**src/rtl/hit_score_manager.sv**
```systemverilog
// rtl/hit_score_manager.sv - per-frame hit folding, lives/score bookkeeping and play state machine
module hit_score_manager #(
   parameter int INIT_LIVES    = 3,
   parameter int MAX_LIVES     = 5,
   parameter int COIN_POINTS   = 10,
   parameter int RING_POINTS   = 50,
   parameter int INVULN_FRAMES = 60
) (
   input  logic        clk,
   input  logic        resetN,
   input  logic        startOfFrame,
   input  logic        start_game,
   input  logic [2:0]  hit_type,
   output logic [2:0]  lives,
   output logic [15:0] score,
   output logic [1:0]  game_state,
   output logic        invulnerable,
   output logic        life_lost,
   output logic        game_over
);

   typedef enum logic [1:0] {
      S_WAIT = 2'd0,
      S_PLAY = 2'd1,
      S_HURT = 2'd2,
      S_OVER = 2'd3
   } state_t;

   localparam logic [2:0]  INIT_L   = 3'(INIT_LIVES);
   localparam logic [3:0]  MAX_L    = 4'(MAX_LIVES);
   localparam logic [16:0] COIN_ADD = 17'(COIN_POINTS);
   localparam logic [16:0] RING_ADD = 17'(RING_POINTS);
   localparam logic [7:0]  INV_LOAD = 8'(INVULN_FRAMES);

   state_t      state;
   logic [7:0]  inv_cnt;
   logic        acc_life, acc_coin, acc_good, acc_bad;
   logic        prev_life, prev_coin, prev_good;

   logic        hit_life, hit_coin, hit_good, hit_bad;
   logic        f_life, f_coin, f_good, f_bad;
   logic        life_edge, coin_edge, good_edge;
   logic [3:0]  lives_gain, lives_clamp, lives_down;
   logic [16:0] score_sum;
   logic [15:0] score_sat;
   logic        restart;

   // The code present in the startOfFrame cycle still belongs to the closing frame.
   always_comb begin
      hit_life    = (hit_type == 3'd1);
      hit_coin    = (hit_type == 3'd2);
      hit_good    = (hit_type == 3'd3);
      hit_bad     = (hit_type == 3'd4);
      f_life      = acc_life | hit_life;
      f_coin      = acc_coin | hit_coin;
      f_good      = acc_good | hit_good;
      f_bad       = acc_bad  | hit_bad;
      life_edge   = f_life & ~prev_life;
      coin_edge   = f_coin & ~prev_coin;
      good_edge   = f_good & ~prev_good;
      lives_gain  = {1'b0, lives} + {3'b000, life_edge};
      lives_clamp = (lives_gain > MAX_L) ? MAX_L : lives_gain;
      lives_down  = lives_clamp - 4'd1;
      score_sum   = {1'b0, score} + (coin_edge ? COIN_ADD : 17'd0)
                                  + (good_edge ? RING_ADD : 17'd0);
      score_sat   = score_sum[16] ? 16'hFFFF : score_sum[15:0];
      restart     = start_game && (state == S_WAIT || state == S_OVER);
   end

   always_ff @(posedge clk or negedge resetN) begin
      if (!resetN) begin
         state        <= S_WAIT;
         lives        <= INIT_L;
         score        <= 16'd0;
         inv_cnt      <= 8'd0;
         acc_life     <= 1'b0;
         acc_coin     <= 1'b0;
         acc_good     <= 1'b0;
         acc_bad      <= 1'b0;
         prev_life    <= 1'b0;
         prev_coin    <= 1'b0;
         prev_good    <= 1'b0;
         invulnerable <= 1'b0;
         life_lost    <= 1'b0;
         game_over    <= 1'b0;
      end else begin
         life_lost <= 1'b0;
         if (restart) begin
            // A restart discards any frame update landing in the same cycle.
            state        <= S_PLAY;
            lives        <= INIT_L;
            score        <= 16'd0;
            inv_cnt      <= 8'd0;
            acc_life     <= 1'b0;
            acc_coin     <= 1'b0;
            acc_good     <= 1'b0;
            acc_bad      <= 1'b0;
            prev_life    <= 1'b0;
            prev_coin    <= 1'b0;
            prev_good    <= 1'b0;
            invulnerable <= 1'b0;
            game_over    <= 1'b0;
         end else if (startOfFrame) begin
            acc_life  <= 1'b0;
            acc_coin  <= 1'b0;
            acc_good  <= 1'b0;
            acc_bad   <= 1'b0;
            prev_life <= f_life;
            prev_coin <= f_coin;
            prev_good <= f_good;
            if (state == S_PLAY || state == S_HURT) begin
               lives <= lives_clamp[2:0];
               score <= score_sat;
               if (state == S_PLAY && f_bad) begin
                  lives     <= lives_down[2:0];
                  life_lost <= 1'b1;
                  if (lives_down == 4'd0) begin
                     state        <= S_OVER;
                     game_over    <= 1'b1;
                     invulnerable <= 1'b0;
                  end else begin
                     state        <= S_HURT;
                     inv_cnt      <= INV_LOAD;
                     invulnerable <= 1'b1;
                  end
               end else if (state == S_HURT) begin
                  inv_cnt <= inv_cnt - 8'd1;
                  if (inv_cnt <= 8'd1) begin
                     state        <= S_PLAY;
                     inv_cnt      <= 8'd0;
                     invulnerable <= 1'b0;
                  end
               end
            end
         end else begin
            acc_life <= acc_life | hit_life;
            acc_coin <= acc_coin | hit_coin;
            acc_good <= acc_good | hit_good;
            acc_bad  <= acc_bad  | hit_bad;
         end
      end
   end

   assign game_state = state;

endmodule

```
**config.mk**
```make
export PLATFORM = sky130hd
export DESIGN_NAME = hit_score_manager
export DESIGN_NICKNAME = d
export VERILOG_FILES = /design/src/rtl/hit_score_manager.sv
export SDC_FILE = /design/constraint.sdc
export NUM_CORES = 1
export LEC_CHECK = 0
export ABC_AREA = 1
export BUFFER_PORTS_ARGS = -buffer_cell sky130_fd_sc_hd__buf_4
export CORE_ASPECT_RATIO = 0.7
export CORE_UTILIZATION = 40
export DETAILED_ROUTE_END_ITERATION = 8
export MAX_ROUTING_LAYER = met4
export SLEW_MARGIN = 20
export SYNTH_ARGS = -nofsm -noshare
export SYNTH_HDL_FRONTEND = slang
export SYNTH_SLANG_ARGS = --single-unit
export TNS_END_PERCENT = 20
```
**constraint.sdc**
```tcl
create_clock -name clk -period 6.4 [get_ports clk]
set_input_delay 0.96 -clock clk [delete_from_list [all_inputs] [get_ports clk]]
set_output_delay 0.96 -clock clk [all_outputs]
set_load 0.005 [all_outputs]
```
==> results of run 1 <==
==> cells in the mapped netlist, types with 2 or more instances <==
| cell | instances |
|---|---|
| o21ai_1 | 3 |
| nand4_1 | 7 |
| ha_1 | 16 |
| nand2_2 | 8 |
| dfstp_2 | 2 |
| inv_1 | 45 |
| o21ai_2 | 6 |
| nor2_2 | 2 |
| o21ai_0 | 9 |
| o211ai_1 | 2 |
| nor2_1 | 32 |
| xor2_1 | 2 |
| nor3_1 | 4 |
| inv_8 | 2 |
| buf_4 | 2 |
| o21bai_1 | 2 |
| inv_2 | 4 |
| nand3_1 | 48 |
| a21oi_1 | 11 |
| nor3_2 | 2 |
| dfrtp_1 | 37 |
| nand2_4 | 4 |
| nand2_1 | 103 |
| nor2_4 | 3 |
==> flip-flops by register name, indices dropped and copies added, names as in the netlist, 2 cells and up <==
| name | flops |
|---|---|
| inv_cnt | 8 |
| game_state | 2 |
| lives | 3 |
| score | 16 |
==> worst register-to-register path, cell delays in order (launching register included) <==
cell	delay (ns)
dfrtp_1	0.37
nor2_1	0.17
nor2_1	0.12
fa_1	0.40
ha_1	0.22
ha_1	0.21
nand3_1	0.12
nand2_1	0.11
nand2_1	0.09
nand2_1	0.12
nand3_1	0.42
o21ai_0	0.17
inv_1	0.08
nand2_1	0.05
==> worst paths after layout <==
path	startpoint	to	slack (ns)	cells past startpoint
min	invulnerable	invulnerable	0.51	2
max reg2reg	acc_good	score[15]	3.62	13
min in group asynchronous	resetN	score[8]	0.63	1
max in group asynchronous	resetN	lives[0]	5.40	1
min reg2reg	invulnerable	invulnerable	0.51	2
max	hit_type[2]	score[15]	3.07	14
==> cells by family after synthesis <==
kind of cell	synth area share
flip-flops	0.363
AO/OA/AOI/OAI	0.0784
AND/OR/NAND/NOR	0.377
adder cells (fa/ha/maj)	0.0816
buffers and inverters	0.0941
XOR/XNOR	0.00649
==> layout by cell type, fill, tap and decap left out, types with 3 or more instances in the layout <==
| cell type | n |
|---|---|
| nand2_1 | 103 |
| nand3_1 | 48 |
| inv_1 | 45 |
| dfrtp_1 | 37 |
| nor2_1 | 32 |
| buf_4 | 30 |
| ha_1 | 16 |
| a21oi_1 | 11 |
| o21ai_0 | 9 |
| nand2_2 | 8 |
| nand4_1 | 7 |
| o21ai_2 | 6 |
| clkbuf_8 | 5 |
| nor3_1 | 4 |
| nand2_4 | 4 |
| inv_2 | 4 |
| nor2_4 | 3 |
| o21ai_1 | 3 |
==> report_power, final <==
group	internal, mW	total (mW)	leakage, nW	switching (mW)
combinational	0.245	0.686	1.08	0.442
clock	0.156	0.250	0.0654	0.0941
sequential	0.310	0.367	0.518	0.0567
total	0.710	1.30	1.66	0.592
==> stage by stage <==
stage               instance area [um2]  instances
floorplan                          2700        366
global placement                   2990        482
detailed placement                 2990        482
CTS                                3130        490
global route                       3130        490
finish                             3130        490
==> final cells by class <==
cell class / instances / area [um2]
Tap cell: 91 / 114
Fill cell: 663 / 3240
Sequential cell: 39 / 978
Inverter: 52 / 210
Clock buffer: 6 / 72.6
Clock inverter: 2 / 60.1
Timing Repair Buffer: 30 / 225
Multi-Input combinational cell: 270 / 1470
==> metal layers <==
layer  share of wire  routed length [um]  vias to the layer above  global-route usage
met5               0                   0                        -                   -
met4           0.011                  71                        0              0.0483
met3           0.062                 387                        7              0.0306
met2            0.39                2480                       91               0.273
met1            0.53                3340                     1086               0.311
li1                -                   -                     1243                   -
==> flow_metrics.py, run 1 <==
metrics = {
    "global_routing": {
        "grt_max_degree": 40,
        "grt_use_total": 0.202,
        "grt_pass1_wl_mm": 11.0,
        "overflow": 0,
        "antenna_found_initial": 0,
        "grt_pass1_vias": 2232,
    },
    "route": {
        "drt_first_pass_iters": 6,
        "detail_route.iter0.violations": 168,
        "vias": 2427,
        "routedWlPerCell_um": 12.8,
        "drc": 0,
        "wl_mm": 6.27,
        "vias_per_cell": 4.95,
        "ant_nets": 0,
    },
    "setup_path": {
        "cp_cell_sequence": "buf_4 -> nor3_1 -> nor2_1 -> nor2_1 -> ha_1 -> ha_1 -> a21oi_1 -> nand2_1 -> nand2_1 -> nand2_1 -> nand3_1 -> o21ai_0 -> inv_1 -> nand2_1",
        "crit_arrival_ns": 3.52,
        "crit_fanout": 13,
        "crit_path_start_kind": "primary input",
        "cp_slowest_stage_delay_ns": 0.42,
        "critPathMostFrequentCell": "nand2_1",
        "worstSetupEndpointType": "flip-flop",
        "slowest_stage": "nand3_1",
        "path_delay_family": "simple AND/OR/NAND/NOR gates",
        "critical_path_class": "primary input to flip-flop",
        "cp.buffers_inverters": 2,
        "required_ns": 6.59,
    },
    "clock_network": {
        "clk_pin_slew_ns": 0.08,
        "clock_latency_ns": 0.30,
        "cts.sinks": 39,
        "cts_tree": "done",
        "postCtsSetupBuffers": 0,
        "cts_made_buffers": 5,
        "root_buffer": "clkbuf_8",
        "htree_levels": 2,
        "hold_buffers": 0,
        "cts_resized": 0,
        "cts_buffer_depth": 2,
    },
    "layout": {
        "finalNetCount": 422,
        "drive_gt1_frac": 0.180,
        "finish.utilization": 0.491,
        "area_delta_synth_final_pct": 15.9,
        "n_antenna_cell": 0,
    },
    "placed_design": {
        "gp_congestion": 0.854,
        "place_worst_setup_slack_ns": 2.71,
        "hpwl_mm": 4.59,
        "io_buffer_count": 30,
    },
    "timing": {
        "clock_skew_ns": 0.00789,
        "worst_pin_slew_ns": 0.542,
        "grt_setup_unrepaired": "false",
        "setup_violations": 0,
        "whs_ns": 0.508,
        "hold_viol": 0,
        "setup_slack_ns": 3.07,
        "final.setup.tns_ns": 0,
        "slew_viol_final": 0,
        "finalCriticalPeriod_ns": 3.33,
        "max-slew-margin-rel": 0.637,
        "fmax_ghz": 0.300,
        "finalCritPeriodShare": 0.520,
    },
    "floorplanning": {
        "core-area_um2": 6370,
        "fp.dieH_um": 70.7,
        "rows": 24,
        "die_x_um": 100,
        "ios": 31,
        "dieArea_um2": 7080,
        "initial_core_util": 0.424,
    },
    "run": {
        "cap_violations": 0,
    },
    "yosys": {
        "synth_area_um2": 2700,
        "synth_top_cell_area_share": 0.343,
        "yosysWarnings": 0,
        "syn_inst": 366,
        "async_flop_share": 1.00,
        "synth.area.top_cells": "dfrtp_1 34%, nand2_1 14%, nand3_1 8.9%, ha_1 7.4%, inv_1 6.3%",
        "yosysSeqAreaShare": 0.363,
        "ys_seq_elements": 39,
        "synth_fp_nets": 390,
        "avgSynthCellArea_um2": 7.37,
        "ys.flop_type": "dfrtp_1",
        "yosysTopAreaCell": "dfrtp_1",
        "yosysUniqueCellTypes": 34,
        "synth-edff-count": 0,
    },
    "power_and_ir_drop": {
        "total_power_mw": 1.30,
        "vdd_ir_drop_max_mv": 0.161,
        "powerDensity_nw_per_um2": 417,
        "leakage_nw": 1.66,
    },
    "min_path": {
        "worstHoldPathType": "flip-flop to flip-flop",
    },
    "outcome": {
        "status": "completed",
    },
}
(Power assumes the default switching activity.)
==> inputs of run 2 (changes only) <==
clock period = 3.2 ns   (was 6.4 ns; I/O delays follow)
==> run 2 against run 1 <==
  * Via count down 0.37%
  * Design area down 1.0%
  * Count of clock-buffer cells in the layout unchanged
  * Routed wire length down 3.2%
  * Power up 86%
  * Register-to-register slack worse by 3.1 ns
  * Setup slack worse by 2.6 ns
  * Worst hold slack worse by 0.35 ns
  * Clock skew down 0.0031 ns
  * First-iteration DRC count down 27%
  * Clock power up 35%
  * Critical path type unchanged
  * Sequential share of layout area up 0.33 points
==> flow_metrics.py, run 2 (synthesis results as in run 1) <==
metrics = {
    "layout": {
        "final_common_cell": "nand2_1",
        "finalNetCount": 424,
        "area_delta_synth_final_pct": 14.7,
        "nFillCells": 689,
        "regMostFlops": "score",
        "fin_area_um2": 3090,
        "reg_top3": "score: 16 flops, inv_cnt: 8 flops, lives: 3 flops",
        "final_cell_mix": "103 x nand2_1, 48 x nand3_1, 45 x inv_1",
        "finish.utilization": 0.486,
        "n_antenna_cell": 0,
        "drive_gt1_frac": 0.185,
        "largest_reg_flops": 16,
        "fin_cells": 492,
    },
    "placed_design": {
        "dp_cells": 484,
        "hpwl_mm": 4.56,
        "io_buffer_count": 30,
        "gp_congestion": 0.877,
        "placed_area_um2": 3010,
    },
    "setup_path": {
        "rr_worst_depth": 21,
        "critical_path_class": "primary input to flip-flop",
        "cp_cell_sequence": "buf_4 -> inv_1 -> nand2_1 -> o21bai_1 -> inv_1 -> nor2_1 -> ha_1 -> ha_1 -> inv_1 -> nand2_1 -> nand2_1 -> nand2_1 -> nand2_1 -> nand2_1 -> inv_1 -> ha_1 -> inv_1 -> nand3_1 -> nand2_1 -> nand3_4 -> nand2_4 -> inv_1 -> nand2_1 -> nand2_2",
        "crit_arrival_ns": 2.95,
        "r2r_slack_ns": 0.56,
        "crit_cells": 24,
        "crit_path_start_kind": "primary input",
        "r2r_start": "acc_life",
        "worstSetupEndpointType": "flip-flop",
        "slowest_stage": "ha_1",
        "cp_slowest_stage_delay_ns": 0.22,
        "r2r-end": "inv_cnt[4]",
        "path_delay_family": "simple AND/OR/NAND/NOR gates",
        "required_ns": 3.40,
        "crit_fanout": 15,
        "critPathMostFrequentCell": "nand2_1",
        "endpoint": "inv_cnt[4]",
        "cp.buffers_inverters": 7,
        "crit_start": "hit_type[1]",
    },
    "route": {
        "detail_route.iter0.violations": 123,
        "wl_mm": 6.07,
        "vias_per_cell": 4.91,
        "drt_first_pass_iters": 4,
        "vias": 2418,
        "ant_nets": 0,
        "routedWlPerCell_um": 12.3,
        "drc": 0,
    },
    "global_routing": {
        "overflow": 0,
        "grt_use_total": 0.194,
        "grt_max_degree": 40,
        "antenna_found_initial": 0,
        "grt_pass1_vias": 2230,
        "grt_pass1_wl_mm": 10.6,
    },
    "power_and_ir_drop": {
        "leakage_nw": 1.65,
        "powerDensity_nw_per_um2": 785,
        "total_power_mw": 2.43,
        "vdd_ir_drop_max_mv": 0.368,
    },
    "clock_network": {
        "htree_levels": 2,
        "root_buffer": "clkbuf_8",
        "postCtsSetupBuffers": 0,
        "hold_buffers": 0,
        "cts_made_buffers": 5,
        "clk_pin_slew_ns": 0.08,
        "cts_buffer_depth": 2,
        "cts.sinks": 39,
        "cts_tree": "done",
        "cts_resized": 0,
        "clock_latency_ns": 0.30,
    },
    "floorplanning": {
        "fp.dieH_um": 70.7,
        "die_x_um": 100,
        "ios": 31,
        "core-area_um2": 6370,
        "dieArea_um2": 7080,
        "rows": 24,
        "initial_core_util": 0.424,
    },
    "timing": {
        "finalCriticalPeriod_ns": 2.75,
        "slew_viol_final": 0,
        "setup_violations": 0,
        "clock_skew_ns": 0.00478,
        "fmax_ghz": 0.364,
        "worst_pin_slew_ns": 0.515,
        "grt_setup_unrepaired": "false",
        "finalCritPeriodShare": 0.860,
        "final.setup.tns_ns": 0,
        "max-slew-margin-rel": 0.656,
        "hold_viol": 0,
    },
    "outcome": {
        "status": "completed",
    },
    "run": {
        "cap_violations": 0,
    },
    "min_path": {
        "worstHoldPathType": "primary input to asynchronous set/reset pin",
    },
}
## run 2: final cells by class
cell class / count / area, um2 / share of cell area
Clock inverter: 2 / 12.5 / 0.00405
Sequential cell: 39 / 978 / 0.316
Multi-Input combinational cell: 270 / 1470 / 0.474
Clock buffer: 6 / 72.6 / 0.0235
Tap cell: 91 / 114 / 0.0368
Inverter: 52 / 210 / 0.0680
Timing Repair Buffer: 32 / 240 / 0.0777
## run 2: worst min path at each step
stage | startpoint | endpoint
after global placement | invulnerable | invulnerable
final | resetN | score[12]
after CTS | resetN | inv_cnt[4]
after floorplan | resetN | acc_bad
after detailed placement | acc_good | acc_good
after global routing | resetN | score[9]
## run 2: layer usage
| metal | global-route usage | share of wire | vias up |
|---|---|---|---|
| met4 | 0.0467 | 0.0076 | 0 |
| li1 | - | - | 1247 |
| met5 | - | 0 | - |
| met1 | 0.298 | 0.56 | 1114 |
| met2 | 0.258 | 0.40 | 52 |
| met3 | 0.0375 | 0.037 | 5 |
## run 2: through the flow
step                setup slack, ns  hold slack, ns
finish                        0.450           0.159
floorplan                     0.648           0.184
detailed placement            0.157           0.488
CTS                           0.464           0.174
global placement              0.249           0.476
global route                  0.128           0.192
## run 2: where the power goes
part           total, mW  internal, mW  switching [mW]
Combinational       1.36         0.490           0.865
Clock              0.337         0.153           0.184
Sequential         0.737         0.620           0.118
Total               2.43          1.26            1.17
==> inputs of run 3 (changes only) <==
clock period = 2.6 ns   (was 3.2 ns; I/O delays follow)
==> run 3 against run 2 <==
  * Non-clock buffer count increased by 24
  * Routed wire length increased by 3.3%
  * Clock power increased by 57%
  * Power increased by 39%
  * Critical endpoint is now inv_cnt[3]
  * Largest cell class unchanged
==> flow_metrics.py, run 3 (synthesis results as in run 1) <==
metrics = {
    "clock_network": {
        "cts.sinks": 39,
        "clock_latency_ns": 0.29,
        "cts_buffer_depth": 2,
        "hold_buffers": 0,
        "cts_made_buffers": 5,
        "htree_levels": 2,
        "clk_pin_slew_ns": 0.08,
        "root_buffer": "clkbuf_8",
        "cts_tree": "done",
    },
    "route": {
        "vias": 2445,
        "drt_first_pass_iters": 6,
        "wl_mm": 6.27,
        "drc": 0,
        "ant_nets": 0,
        "vias_per_cell": 4.74,
        "detail_route.iter0.violations": 131,
        "routedWlPerCell_um": 12.1,
    },
    "floorplanning": {
        "ios": 31,
        "die_x_um": 100,
        "initial_core_util": 0.424,
        "dieArea_um2": 7080,
        "rows": 24,
        "core-area_um2": 6370,
        "fp.dieH_um": 70.7,
    },
    "timing": {
        "whs_ns": 0.0693,
        "fmax_ghz": 0.411,
        "grt_setup_unrepaired": "true",
        "finalCriticalPeriod_ns": 2.43,
        "finalCritPeriodShare": 0.936,
        "clock_skew_ns": 0.00908,
        "setup_violations": 0,
        "hold_viol": 0,
        "worst_pin_slew_ns": 0.522,
        "max-slew-margin-rel": 0.652,
        "slew_viol_final": 0,
    },
    "placed_design": {
        "io_buffer_count": 30,
        "gp_congestion": 0.867,
        "dp_cells": 507,
        "placed_area_um2": 3190,
        "hpwl_mm": 4.74,
    },
    "layout": {
        "reg_top3": "score: 16 flops, inv_cnt: 8 flops, lives: 3 flops",
        "finalNetCount": 448,
        "area_delta_synth_final_pct": 24.1,
        "drive_gt1_frac": 0.249,
        "largest_reg_flops": 16,
        "fin_area_um2": 3350,
        "final_common_cell": "nand2_1",
        "fin_cells": 516,
        "n_antenna_cell": 0,
        "regMostFlops": "score",
        "final_cell_mix": "102 x nand2_1, 55 x buf_4, 47 x nand3_1",
    },
    "setup_path": {
        "cp_cell_sequence": "o21bai_1 -> inv_1 -> nor2_2 -> ha_2 -> ha_4 -> inv_1 -> nand2_1 -> nand2_1 -> nand2_1 -> nand2_1 -> nand2_1 -> buf_4 -> ha_1 -> nand2_1 -> clkinv_1 -> nand3_4 -> nand2_4 -> buf_12 -> nand2_1 -> o21ai_2",
        "path_delay_family": "simple AND/OR/NAND/NOR gates",
        "crit_arrival_ns": 2.61,
        "r2r_start": "acc_life",
        "critPathMostFrequentCell": "nand2_1",
        "worstSetupEndpointType": "flip-flop",
        "cp.buffers_inverters": 5,
        "cp_slowest_stage_delay_ns": 0.36,
        "crit_fanout": 9,
        "critical_path_class": "flip-flop to flip-flop",
        "slowest_stage": "dfrtp_1",
        "required_ns": 2.78,
        "crit_path_start_kind": "flip-flop",
        "crit_start": "acc_life",
    },
    "global_routing": {
        "grt_pass1_wl_mm": 11.0,
        "grt_pass1_vias": 2296,
        "overflow": 0,
        "grt_max_degree": 40,
        "antenna_found_initial": 0,
        "grt_use_total": 0.204,
    },
    "min_path": {
        "worstHoldPathType": "primary input to asynchronous set/reset pin",
    },
    "run": {
        "cap_violations": 0,
    },
    "power_and_ir_drop": {
        "leakage_nw": 1.79,
        "vdd_ir_drop_max_mv": 0.399,
        "powerDensity_nw_per_um2": 1010,
    },
    "outcome": {
        "status": "completed",
    },
}
run 3: cell count changes in the layout (fill, tap and decap cells not counted), sizes merged:
| cell | delta |
|---|---|
| buf | +24 |
| bufinv | +1 |
| clkinvlp | -1 |
run 3: routing by layer:
| layer | up-vias | GRT usage | wire length (um) |
|---|---|---|---|
| li1 | 1291 | - | - |
| met1 | 1090 | 0.314 | 3510 |
| met2 | 60 | 0.272 | 2430 |
| met3 | 4 | 0.0356 | 276 |
| met4 | 0 | 0.0483 | 49 |
| met5 | - | - | 0 |
run 3: area by class of cell:
class | instances | area (um2)
Sequential cell | 39 | 978
Tap cell | 91 | 114
Fill cell | 632 | 3020
Multi-Input combinational cell | 270 | 1500
Timing Repair Buffer | 56 | 433
Clock inverter | 2 | 35.0
Clock buffer | 6 | 82.6
Inverter | 52 | 210
run 3: power by group:
part	internal (mW)	switching [mW]	leakage, nW	total [mW]
combinational	0.802	1.13	1.21	1.93
clock	0.311	0.219	0.0612	0.530
sequential	0.763	0.158	0.518	0.921
run 3: worst paths after layout:
check / to / slack [ns] / cells past startpoint
hold reg to reg: invulnerable / 0.50 / 2
hold / removal: score[12] / 0.07 / 1
setup / recovery: inv_cnt[3] / 0.17 / 20
max in group asynchronous: lives[0] / 2.16 / 1
min in group clk: prev_coin / 0.43 / 4
setup reg to reg: inv_cnt[3] / 0.17 / 20
run 3: metrics by stage:
stage	setup slack [ns]	setup TNS (ns)	power, mW	utilization
5_1_grt	-0.0368	-0.156	3.71	0.526
3_5_place_dp	-0.164	-2.79	2.81	0.502
2_1_floorplan	0.138	0	2.20	-
6_report	0.166	0	3.38	0.526
4_1_cts	0.0780	0	3.36	0.520
3_3_place_gp	-0.0980	-1.47	2.80	0.502
run 3: what timing repair did:
action,CTS,global route
gates resized for setup,0,8
buffers inserted,0,1
setup endpoints to repair,0,13
